--- src/rtl/tdm_demux2_pkg.sv ---
// Shared types and helpers for the two-channel TDM deserializer.
package tdm_demux2_pkg;

  typedef enum logic {
    HUNT   = 1'b0,
    LOCKED = 1'b1
  } state_e;

  // Beat counter width for a frame of 2*width beats.
  function automatic int cnt_width(input int width);
    return $clog2(2 * width);
  endfunction

endpackage

--- src/rtl/tdm_demux2_sipo_shift.sv ---
// Serial-in parallel-out shift register; the first bit shifted in ends up as the MSB.
module sipo_shift #(
  parameter int WIDTH = 8
) (
  input  logic             clk,
  input  logic             rst_n,
  input  logic             clr_i,
  input  logic             shift_i,
  input  logic             din_i,
  output logic [WIDTH-1:0] word_o
);

  logic [WIDTH-1:0] q_q;
  logic [WIDTH-1:0] q_d;
  logic [WIDTH-1:0] base;

  // clr with shift starts a fresh word holding only the current bit
  always_comb begin
    base = clr_i ? '0 : q_q;
    q_d  = base;
    if (shift_i) begin
      q_d = {base[WIDTH-2:0], din_i};
    end
  end

  always_ff @(posedge clk or negedge rst_n) begin
    if (!rst_n) begin
      q_q <= '0;
    end else begin
      q_q <= q_d;
    end
  end

  // Word including the current beat, so the final bit can be captured on the same edge.
  assign word_o = shift_i ? {q_q[WIDTH-2:0], din_i} : q_q;

endmodule

--- src/rtl/tdm_demux2.sv ---
// Two-channel TDM deserializer: locks to fsync and presents both channel words with a valid pulse.
//
// state  | meaning
// HUNT   | not aligned, discarding beats until a beat with fsync
// LOCKED | aligned, cnt tracks the beat position within the frame
module tdm_demux2
  import tdm_demux2_pkg::*;
#(
  parameter int WIDTH = 8
) (
  input  logic             clk,
  input  logic             rst_n,
  input  logic             din,
  input  logic             din_valid,
  input  logic             fsync,
  output logic [WIDTH-1:0] ch0_data,
  output logic [WIDTH-1:0] ch1_data,
  output logic             dout_valid,
  output logic             locked,
  output logic             sync_err
);

  localparam int FRAME_BEATS = 2 * WIDTH;
  localparam int CW          = cnt_width(WIDTH);
  localparam logic [CW-1:0] LAST_BEAT = CW'(FRAME_BEATS - 1);
  localparam logic [CW-1:0] CNT_ONE   = CW'(1);

  state_e           state_q, state_d;
  logic [CW-1:0]    cnt_q, cnt_d;
  logic [WIDTH-1:0] ch0_q, ch0_d;
  logic [WIDTH-1:0] ch1_q, ch1_d;
  logic             dout_valid_q, dout_valid_d;
  logic             sync_err_q, sync_err_d;

  logic             sh_clr;
  logic             sh0_en;
  logic             sh1_en;
  logic [WIDTH-1:0] word0;
  logic [WIDTH-1:0] word1;

  sipo_shift #(.WIDTH(WIDTH)) u_sipo_ch0 (
    .clk     (clk),
    .rst_n   (rst_n),
    .clr_i   (sh_clr),
    .shift_i (sh0_en),
    .din_i   (din),
    .word_o  (word0)
  );

  sipo_shift #(.WIDTH(WIDTH)) u_sipo_ch1 (
    .clk     (clk),
    .rst_n   (rst_n),
    .clr_i   (sh_clr),
    .shift_i (sh1_en),
    .din_i   (din),
    .word_o  (word1)
  );

  always_comb begin
    state_d      = state_q;
    cnt_d        = cnt_q;
    ch0_d        = ch0_q;
    ch1_d        = ch1_q;
    dout_valid_d = 1'b0;
    sync_err_d   = 1'b0;
    sh_clr       = 1'b0;
    sh0_en       = 1'b0;
    sh1_en       = 1'b0;

    if (din_valid) begin
      case (state_q)
        HUNT: begin
          if (fsync) begin
            state_d = LOCKED;
            cnt_d   = CNT_ONE;
            sh_clr  = 1'b1;
            sh0_en  = 1'b1;
          end
        end
        LOCKED: begin
          if (fsync) begin
            // An fsync anywhere but cnt=0 abandons the partial frame and restarts.
            sync_err_d = (cnt_q != '0);
            cnt_d      = CNT_ONE;
            sh_clr     = 1'b1;
            sh0_en     = 1'b1;
          end else if (cnt_q == '0) begin
            sync_err_d = 1'b1;
            state_d    = HUNT;
            sh_clr     = 1'b1;
          end else begin
            sh0_en = ~cnt_q[0];
            sh1_en = cnt_q[0];
            if (cnt_q == LAST_BEAT) begin
              cnt_d        = '0;
              ch0_d        = word0;
              ch1_d        = word1;
              dout_valid_d = 1'b1;
            end else begin
              cnt_d = cnt_q + CNT_ONE;
            end
          end
        end
        default: state_d = HUNT;
      endcase
    end
  end

  always_ff @(posedge clk or negedge rst_n) begin
    if (!rst_n) begin
      state_q      <= HUNT;
      cnt_q        <= '0;
      ch0_q        <= '0;
      ch1_q        <= '0;
      dout_valid_q <= 1'b0;
      sync_err_q   <= 1'b0;
    end else begin
      state_q      <= state_d;
      cnt_q        <= cnt_d;
      ch0_q        <= ch0_d;
      ch1_q        <= ch1_d;
      dout_valid_q <= dout_valid_d;
      sync_err_q   <= sync_err_d;
    end
  end

  assign ch0_data   = ch0_q;
  assign ch1_data   = ch1_q;
  assign dout_valid = dout_valid_q;
  assign sync_err   = sync_err_q;
  assign locked     = (state_q == LOCKED);

endmodule

--- config.mk ---
export PLATFORM = sky130hd
export DESIGN_NAME = tdm_demux2
export DESIGN_NICKNAME = d
export VERILOG_FILES = /design/src/rtl/tdm_demux2_pkg.sv /design/src/rtl/tdm_demux2_sipo_shift.sv /design/src/rtl/tdm_demux2.sv
export SDC_FILE = /design/constraint.sdc
export NUM_CORES = 1
export LEC_CHECK = 0
export BUFFER_PORTS_ARGS = -buffer_cell sky130_fd_sc_hd__buf_2
export CAP_MARGIN = 5
export CORE_UTILIZATION = 25
export DETAILED_ROUTE_END_ITERATION = 16
export MAX_ROUTING_LAYER = met4
export PLACE_DENSITY = 0.42
export SLEW_MARGIN = 20
export SYNTH_ARGS = -nofsm -noshare
export SYNTH_HDL_FRONTEND = slang
export SYNTH_HIERARCHICAL = 1
export SYNTH_SLANG_ARGS = --single-unit
--- constraint.sdc ---
create_clock -name clk -period 6.5 [get_ports clk]
set_clock_uncertainty 0.2 [all_clocks]
set_input_delay 0.325 -clock clk [delete_from_list [all_inputs] [get_ports clk]]
set_output_delay 0.325 -clock clk [all_outputs]
set_load 0.01 [all_outputs]
==> run metrics, run 1 <==
GP Congestion 0.8072; first-pass GRT wire length 5858 um; Yosys Warn Count 6; Max Slew Vio Count 0; max_slew headroom 0.2573; Hold-fix buffers, CTS 1; Initial Util 0.2584; DR vias/cell 4.347; Pwr Total 0.6502 mW; post_cts resized 0; Met3 Routed Length 130 um; Die Y 88.36 um; Detailed Place HPWL 2371 um; Root Buffer Master clkbuf_8; synth top area cells dfrtp_1 52%, mux2_4 19%, nor2b_1 5.0%; share of layout cells above drive strength 1 0.3976; Leakage 1.106 nW; Synth Cell Area 1864 sq um; hold_sp din; reg2reg end ch0_data[6]$_DFFE_PN0P_; RR Startpoint cnt_q[0]$_DFFE_PN0P_; # DRC 0; RSZ-0062 raised after global routing false; Setup Buffers After CTS 0; Filler Cells Inserted 740; pwr dens 297.8 nW/um^2; delay-heaviest family, CP compound AO/OA/AOI/OAI gates; Yosys top cell area share 0.5235; register area share after synthesis 0.5235; # rows 31; WHS Path Cells 3; #FFs+latches synth 39; type of origin of the critical path flip-flop; via count 1152; hold_ws 0.1117 ns; FF-to-FF path depth 7; DIE AREA 7807 sq um; post-route setup TNS 0 ns; IO buf count 23; Synth top cells by count 39 x dfrtp_1, 24 x mux2_4, 15 x nor2b_1, 6 x mux2_2, 6 x nand2_1; area grow syn2layout 17.11%; Layout Utilization 0.3026; wl on met1 1720 um; Routed WL 3527 um; Ports 24; HP Class in -> reg; Peak Freq 336.4 MHz; Die Wd 88.36 um; Core Region 7214 sq um; Sink Count 39; peak supply drop 0.1207 mV; crit path time final 2.973 ns; fin crit share 0.4574; drt wl/cell 13.31 um; Num CTS Buffers 5; Worst Path Max Fanout 9; final net count 174; Synth Instances 139; clock-pin slew on the worst setup and hold paths 0.08 ns; Detailed Route Iter0 Violations 63; Max-Cap Viols 0; most frequent cell after synthesis dfrtp_1; n_diodes 0; setup violators final 0; GRT overflow 0; max incr delay on CP 0.89 ns; TritonCTS clock tree built; crit end category flip-flop; largest net degree at the start of global routing 40; design area 2183 sq um; Crit path buffers/inverters 1; fraction of registers with async set/reset 1.000; number of synthesized flops with an enable pin 0; Total GRT Usage 0.1044; uppermost routed layer met4; Clock Latency Late Sink 0.29 ns; Mapped Avg Cell Area 13.41 sq um; Worst R2R Setup Slack 3.53 ns; critical path's slowest cell a21oi_1; Worst-Margin Slew 1.114 ns; Fin. Hold Viols 0; worst path required time 6.47 ns; Max Buffers Root-to-Sink 2; initial antenna violation count 0; Main synth FF type dfrtp_1; 1st-pass router iterations 4; Yosys top cell by area dfrtp_1; Netlist cell types 34; Critical Path AT 2.95 ns; Setup Crit Path Kind reg -> reg; metal2 WL 1582 um; CP Cell Sequence inv_1 -> ha_1 -> or3b_1 -> nand3_1 -> a21oi_1 -> mux2_4 -> mux2_2; vias in the first global route 1180; Detail Route Antenna Nets 0; H-tree depth 2; Hold Path End u_sipo_ch1/q_q[0]$_DFF_PN0_; Syn Nets 148; Area after DPL 2061 sq um; status completed
## state kept, by name, indices dropped and copies added (netlist names)
signal / flops
ch0_data: 8
u_sipo_ch0/q_q: 8
locked: 1
sync_err: 1
ch1_data: 8
cnt_q: 4
dout_valid: 1
u_sipo_ch1/q_q: 8
## metrics by stage
stage	worst slack, ns	cells
global placement	3.667	256
detailed placement	3.562	256
finish	3.527	265
floorplan	4.070	139
CTS	3.519	265
global route	3.354	265
## cells by family (layout without fill, tap and decap cells)
logic type	Yosys count	after routing	synth area share
mux	30	30	0.2295
simple gates	36	36	0.1181
compound gates	17	17	0.05907
fa+ha+maj	4	4	0.02685
flops	39	39	0.5235
buf+inv	13	40	0.04295
## worst max-delay path by stage
stage / endpoint / slack, ns / start / cells past startpoint
2_1_floorplan: u_sipo_ch0/q_q[0]$_DFF_PN0_ / 4.07 / cnt_q[0]$_DFFE_PN0P_ / 7
3_3_place_gp: ch0_data[6]$_DFFE_PN0P_ / 3.67 / cnt_q[0]$_DFFE_PN0P_ / 7
3_5_place_dp: ch0_data[6]$_DFFE_PN0P_ / 3.56 / cnt_q[0]$_DFFE_PN0P_ / 7
4_1_cts: ch0_data[6]$_DFFE_PN0P_ / 3.52 / cnt_q[0]$_DFFE_PN0P_ / 7
5_1_grt: ch0_data[6]$_DFFE_PN0P_ / 3.35 / cnt_q[0]$_DFFE_PN0P_ / 7
6_report: ch0_data[6]$_DFFE_PN0P_ / 3.53 / cnt_q[0]$_DFFE_PN0P_ / 7
## layer usage
layer / vias to the layer above / track usage
li1: 539 / -
met4: 0 / 0.04692
met2: 38 / 0.1566
met5: - / -
met3: 8 / 0.03451
met1: 567 / 0.1273
## placed cells by master, fill, tap and decap left out, types with 3 or more instances in the layout
| cell type | count |
|---|---|
| dfrtp_1 | 39 |
| mux2_4 | 24 |
| buf_2 | 23 |
| nor2b_1 | 15 |
| nand2_1 | 6 |
| mux2_2 | 6 |
| inv_1 | 5 |
| clkbuf_8 | 5 |
| a21oi_1 | 4 |
| ha_1 | 4 |
| o21ai_0 | 3 |
| and3_1 | 3 |
## tightest hold or removal path: cells and delay by family
family / cells / cell delay (ns)
AND/OR/NAND/NOR: 1 / 0.06
buffers and inverters: 1 / 0.10
AO/OA/AOI/OAI: 1 / 0.07
## where the power goes
part / internal, mW / leakage [nW] / switching (mW)
registers: 0.267 / 0.534 / 0.0301
clock network: 0.114 / 0.0581 / 0.0889
logic: 0.0621 / 0.514 / 0.0877
total: 0.443 / 1.11 / 0.207
## cell type report
type	instances	area, sq um	share of cell area
Clock buffer	5	68.82	0.03152
Clock inverter	3	43.79	0.02006
Inverter	6	22.52	0.01032
Multi-Input combinational cell	87	808.3	0.3702
Sequential cell	39	975.9	0.4470
Tap cell	99	123.9	0.05673
Timing Repair Buffer	26	140.1	0.06418
(Power assumes the default switching activity.)
==> inputs of run 2 (changes only) <==
ABC_AREA = 1   (was not set)
clock period = 3.05 ns   (was 6.5 ns; I/O delays follow)
==> run 2 against run 1 <==
Effect of this change:
- register-to-register slack got worse by 2.8 ns
- sequential share of layout area fell by 4.8 points
- design area rose by 12%
- critical path type unchanged
- highest routed layer unchanged
==> run metrics, run 2 <==
status completed; DIE AREA 9142 sq um; Internal Pwr Total 0.8808 mW; post-route setup TNS 0 ns; Crit path buffers/inverters 2; Synth Instances 248; Mapped Avg Cell Area 8.834 sq um; first-pass GRT wire length 7251 um; Total GRT Usage 0.1077; GP Congestion 0.7607; # DRC 0; peak supply drop 0.1710 mV; initial antenna violation count 0; max incr delay on CP 0.48 ns; CP Cell Sequence inv_1 -> ha_1 -> nand3_2 -> ha_1 -> a22oi_1 -> inv_2 -> nand3_1 -> nand2_2; Leakage 1.189 nW; crit end category flip-flop; Root Buffer Master clkbuf_8; Area after DPL 2316 sq um; design area 2444 sq um; NetSw 0.5659 mW; via count 1546; IO buf count 23; register area share after synthesis 0.4455; Detailed Place HPWL 2889 um; Setup Crit Path Kind reg -> reg; H-tree depth 2; Sink Count 39; Main synth FF type dfrtp_1; Initial Util 0.2627; number of synthesized flops with an enable pin 0; Yosys top cell area share 0.4455; crit path time final 2.297 ns; RSZ-0062 raised after global routing false; Hold Path End u_sipo_ch0/q_q[7]$_DFFE_PN0P_; Yosys top cell by area dfrtp_1; Synth top cells by count 68 x nand2_1, 39 x dfrtp_1, 32 x inv_1, 18 x nand3_1, 18 x o21ai_2; Worst R2R Setup Slack 0.75 ns; WHS Path Cells 2; Synth Cell Area 2191 sq um; delay-heaviest family, CP compound AO/OA/AOI/OAI gates; fraction of registers with async set/reset 1.000; Detail Route Antenna Nets 0; vias in the first global route 1531; most frequent cell after synthesis nand2_1; Core Region 8341 sq um; Detailed Route Iter0 Violations 69; synth top area cells dfrtp_1 45%, nand2_1 12%, o21ai_2 7.2%; share of layout cells above drive strength 1 0.3223; Clock Latency Late Sink 0.29 ns; setup violators final 0; fin crit share 0.7530; hold_sp u_sipo_ch0/q_q[7]$_DFFE_PN0P_; drt wl/cell 11.03 um; Num CTS Buffers 5; HP Class reg -> reg; commonest cells after routing, fill and taps aside 68 x nand2_1, 39 x dfrtp_1, 32 x inv_1; CP startpoint cnt_q[0]$_DFFE_PN0P_; largest net degree at the start of global routing 40; Critical Path AT 2.28 ns; Fin. Hold Viols 0; Stages on worst setup path 8; Die Y 95.62 um; GRT overflow 0; Filler Cells Inserted 900; type of origin of the critical path flip-flop; Worst Path Max Fanout 14; share of power burned in registers 0.428; Syn Nets 257; commonest non-fill, non-tap cell in the layout nand2_1; post_cts resized 0; 1st-pass router iterations 4; Max Slew Vio Count 0; # rows 33; clock network power share 0.247; final net count 282; FF-to-FF path depth 8; max_slew headroom 0.3960; Die Wd 95.62 um; reg2reg end u_sipo_ch1/q_q[6]$_DFF_PN0_; clock-pin slew on the worst setup and hold paths 0.08 ns; Yosys Warn Count 6; TritonCTS clock tree built; Comb pwr share 0.325; area grow syn2layout 11.54%; Sw Share 0.3912; Max-Cap Viols 0; Max Buffers Root-to-Sink 2; Routed WL 4171 um; #FFs+latches synth 39; RR Startpoint cnt_q[0]$_DFFE_PN0P_; Worst-Margin Slew 0.9060 ns; Crit path top cell by count ha_1; Ports 24; DR vias/cell 4.090; Netlist cell types 20; n_diodes 0; worst path required time 3.03 ns; critical path's slowest cell a22oi_1; Peak Freq 435.4 MHz; pwr dens 592.1 nW/um^2
run 2: per-stage QoR:
stage,setup WS (ns),util,instances,hold slack [ns],power [mW]
5_1_grt,0.5843,0.2930,378,0.3024,1.568
3_3_place_gp,0.7270,0.2777,367,0.1575,1.107
2_1_floorplan,1.080,-,248,-0.3431,1.073
4_1_cts,0.7255,0.2930,378,0.2802,1.478
6_report,0.7533,0.2930,378,0.2771,1.447
3_5_place_dp,0.7529,0.2777,367,0.1556,1.104
run 2: worst max-delay path by stage:
| stage | end | slack (ns) |
|---|---|---|
| after global placement | u_sipo_ch1/q_q[6]$_DFF_PN0_ | 0.73 |
| after global routing | u_sipo_ch0/q_q[1]$_DFF_PN0_ | 0.58 |
| after detailed placement | u_sipo_ch1/q_q[6]$_DFF_PN0_ | 0.75 |
| after floorplan | u_sipo_ch0/q_q[6]$_DFF_PN0_ | 1.08 |
| after CTS | u_sipo_ch1/q_q[6]$_DFF_PN0_ | 0.73 |
| final | u_sipo_ch1/q_q[6]$_DFF_PN0_ | 0.75 |
run 2: area by class of cell:
class                      count  area [sq um]  area share
tap                          105         131.4     0.05376
clock buffer                   6         82.58     0.03379
clock inverter                 1         5.005    0.002048
inverter                      39         161.4     0.06605
sequential                    39         975.9      0.3994
timing repair buffer          29         170.2     0.06964
multi-input combinational    159         917.1      0.3753
run 2: power groups by stage:
| stage | Clock [mW] | Combinational (mW) | Sequential, mW |
|---|---|---|---|
| floorplan | 0 | 0.448 | 0.624 |
| CTS | 0.379 | 0.480 | 0.620 |
| detailed placement | 0 | 0.474 | 0.630 |
| finish | 0.357 | 0.470 | 0.620 |
| global route | 0.400 | 0.540 | 0.628 |
| global placement | 0 | 0.478 | 0.629 |
run 2: per-layer routing:
layer / routed length, um / GRT usage
met5: 0 / -
met4: 57 / 0.03731
met3: 96 / 0.02871
met2: 1951 / 0.1708
met1: 2065 / 0.1318
run 2: what timing repair did:
item,CTS,global route
hold buffers,4,0
setup buffers,0,0
hold endpoints to repair,44,0
run 2: kinds of logic after synthesis:
| family | synth area share |
|---|---|
| AOI/OAI and AO/OA | 0.1028 |
| adders and majority gates | 0.02285 |
| buffers and inverters | 0.1382 |
| DFF | 0.4455 |
| and+or+nand+nor | 0.2907 |
run 2: worst reg2reg max path, cell delays in order, from the launching register on:
cell and delay, ns:
dfrtp_1 0.44, inv_1 0.08, ha_1 0.16, nand3_2 0.11, ha_1 0.25, a22oi_1 0.48, inv_2 0.26, nand3_1 0.17
nand2_2 0.05
==> inputs of run 3 (changes only) <==
PLACE_DENSITY = 0.43   (was 0.42)
clock period = 2.1 ns   (was 3.05 ns; I/O delays follow)
==> run 3 against run 2 <==
Effect of this change:
- design area rose by 7.6%
- largest power group unchanged
- first-iteration DRC count fell by 23%
- sequential power rose by 43%
- hold slack got worse by 0.16 ns
- highest routed layer unchanged
==> run metrics, run 3 (synthesis results as in run 2) <==
max_slew headroom 0.8207; vias in the first global route 1593; final net count 294; Setup Crit Path Kind reg -> reg; H-tree depth 2; Sink Count 39; Core Region 8341 sq um; commonest non-fill, non-tap cell in the layout nand2_1; Detail Route Antenna Nets 0; Die Wd 95.62 um; Max Buffers Root-to-Sink 2; HP Class in -> async; crit end category flip-flop; DIE AREA 9142 sq um; Clock Latency Late Sink 0.29 ns; Leakage 1.285 nW; share of layout cells above drive strength 1 0.3531; initial antenna violation count 0; Max Slew Vio Count 0; status completed; setup violators final 0; IO buf count 23; uppermost routed layer met4; commonest cells after routing, fill and taps aside 68 x nand2_1, 39 x dfrtp_1, 32 x inv_1; peak supply drop 0.3768 mV; Initial Util 0.2627; type of origin of the critical path flip-flop; first-pass GRT wire length 7300 um; Detailed Route Iter0 Violations 53; wl on met1 2073 um; area grow syn2layout 19.99%; # rows 33; Detailed Place HPWL 2883 um; Max-Cap Viols 0; Peak Freq 507.8 MHz; drt wl/cell 11.22 um; n_diodes 0; RR Startpoint cnt_q[1]$_DFFE_PN0P_; Worst Path Max Fanout 14; clock-pin slew on the worst setup and hold paths 0.09 ns; Die Y 95.62 um; RSZ-0062 raised after global routing false; # DRC 0; Fin. Hold Viols 0; largest net degree at the start of global routing 40; 1st-pass router iterations 4; TritonCTS clock tree built; Setup WS pre-CTS 0.1322 ns; Final Worst Setup Slack 0.1305 ns; DR vias/cell 4.072; crit path time final 1.969 ns; worst path required time 2.08 ns; Met3 Routed Length 135 um; Worst-Margin Slew 0.2685 ns; via count 1592; reg2reg end u_sipo_ch0/q_q[1]$_DFF_PN0_; Critical Path AT 1.95 ns; Num CTS Buffers 5; Routed WL 4386 um; metal2 WL 2133 um; pwr dens 913.1 nW/um^2; Root Buffer Master clkbuf_8; GRT overflow 0; Ports 24; Total GRT Usage 0.1078; fin crit share 0.9378; GP Congestion 0.7706; Worst R2R Setup Slack 0.13 ns; post-route setup TNS 0 ns; FF-to-FF path depth 9
## run 3: cell count changes in the layout (fill, tap and decap cells not counted)
| cell | delta |
|---|---|
| nor2_4 | +1 |
| buf_6 | +1 |
| buf_2 | +1 |
| a21oi_2 | +1 |
| o21ai_0 | -1 |
| bufinv_16 | +1 |
| inv_2 | -1 |
| a21oi_1 | -1 |
| buf_12 | +4 |
| nor2_2 | -1 |
| dlygate4sd3_1 | +1 |
| inv_4 | +1 |
| o21ai_1 | +1 |
| buf_4 | +5 |
## run 3: what timing repair did
item,in CTS,in global routing
setup buffers,0,3
resized for setup,0,6
endpoints found under the setup margin,0,8
endpoints found under the hold margin,46,0
hold buffers,5,0
## run 3: how the worst max path moves through the flow
stage	startpoint	endpoint	slack [ns]	cells past startpoint
after floorplan	cnt_q[0]$_DFFE_PN0P_	u_sipo_ch0/q_q[6]$_DFF_PN0_	0.13	9
after global placement	locked$_DFFE_PN0P_	ch1_data[2]$_DFFE_PN0P_	0.12	9
after global routing	cnt_q[1]$_DFFE_PN0P_	ch0_data[4]$_DFFE_PN0P_	0.0005	12
after detailed placement	cnt_q[1]$_DFFE_PN0P_	ch0_data[2]$_DFFE_PN0P_	0.13	12
final	cnt_q[1]$_DFFE_PN0P_	u_sipo_ch0/q_q[1]$_DFF_PN0_	0.13	9
after CTS	cnt_q[1]$_DFFE_PN0P_	ch0_data[4]$_DFFE_PN0P_	0.10	12
## run 3: critical path, cell delays in order (launching register included)
cell	delay, ns
dfrtp_1	0.42
inv_1	0.07
ha_1	0.15
nand3_2	0.09
ha_1	0.24
a22oi_1	0.21
buf_4	0.18
inv_2	0.13
nand3_1	0.12
nand2_1	0.06
## run 3: through the flow
stage	cell area (sq um)	power, mW	instances	util	hold slack (ns)
final	2629	2.400	391	0.3152	0.1124
after global routing	2629	2.585	391	0.3152	0.1250
after CTS	2586	2.373	387	0.3101	0.1149
after detailed placement	2419	1.681	374	0.2900	-0.09881
after global placement	2419	1.683	374	0.2900	-0.1001
after floorplan	2191	1.558	248	-	-0.3906
## run 3: power by group
| group | leakage (nW) | switching (mW) | total (mW) | internal (mW) |
|---|---|---|---|---|
| clock | 0.0612 | 0.273 | 0.658 | 0.385 |
| combinational | 0.689 | 0.541 | 0.853 | 0.311 |
| sequential | 0.535 | 0.0665 | 0.889 | 0.823 |
## run 3: metal layers
| layer | global-route usage | vias up |
|---|---|---|
| met2 | 0.1750 | 25 |
| li1 | - | 841 |
| met5 | - | - |
| met4 | 0.03358 | 0 |
| met3 | 0.03110 | 5 |
| met1 | 0.1286 | 721 |
## run 3: final cells by class
cell class,instances,area (sq um)
fill,910,5712
sequential,39,975.9
multi-input combinational,159,925.9
timing repair buffer,41,314.1
inverter,39,163.9
tap,105,131.4
clock buffer,6,82.58
clock inverter,2,35.03
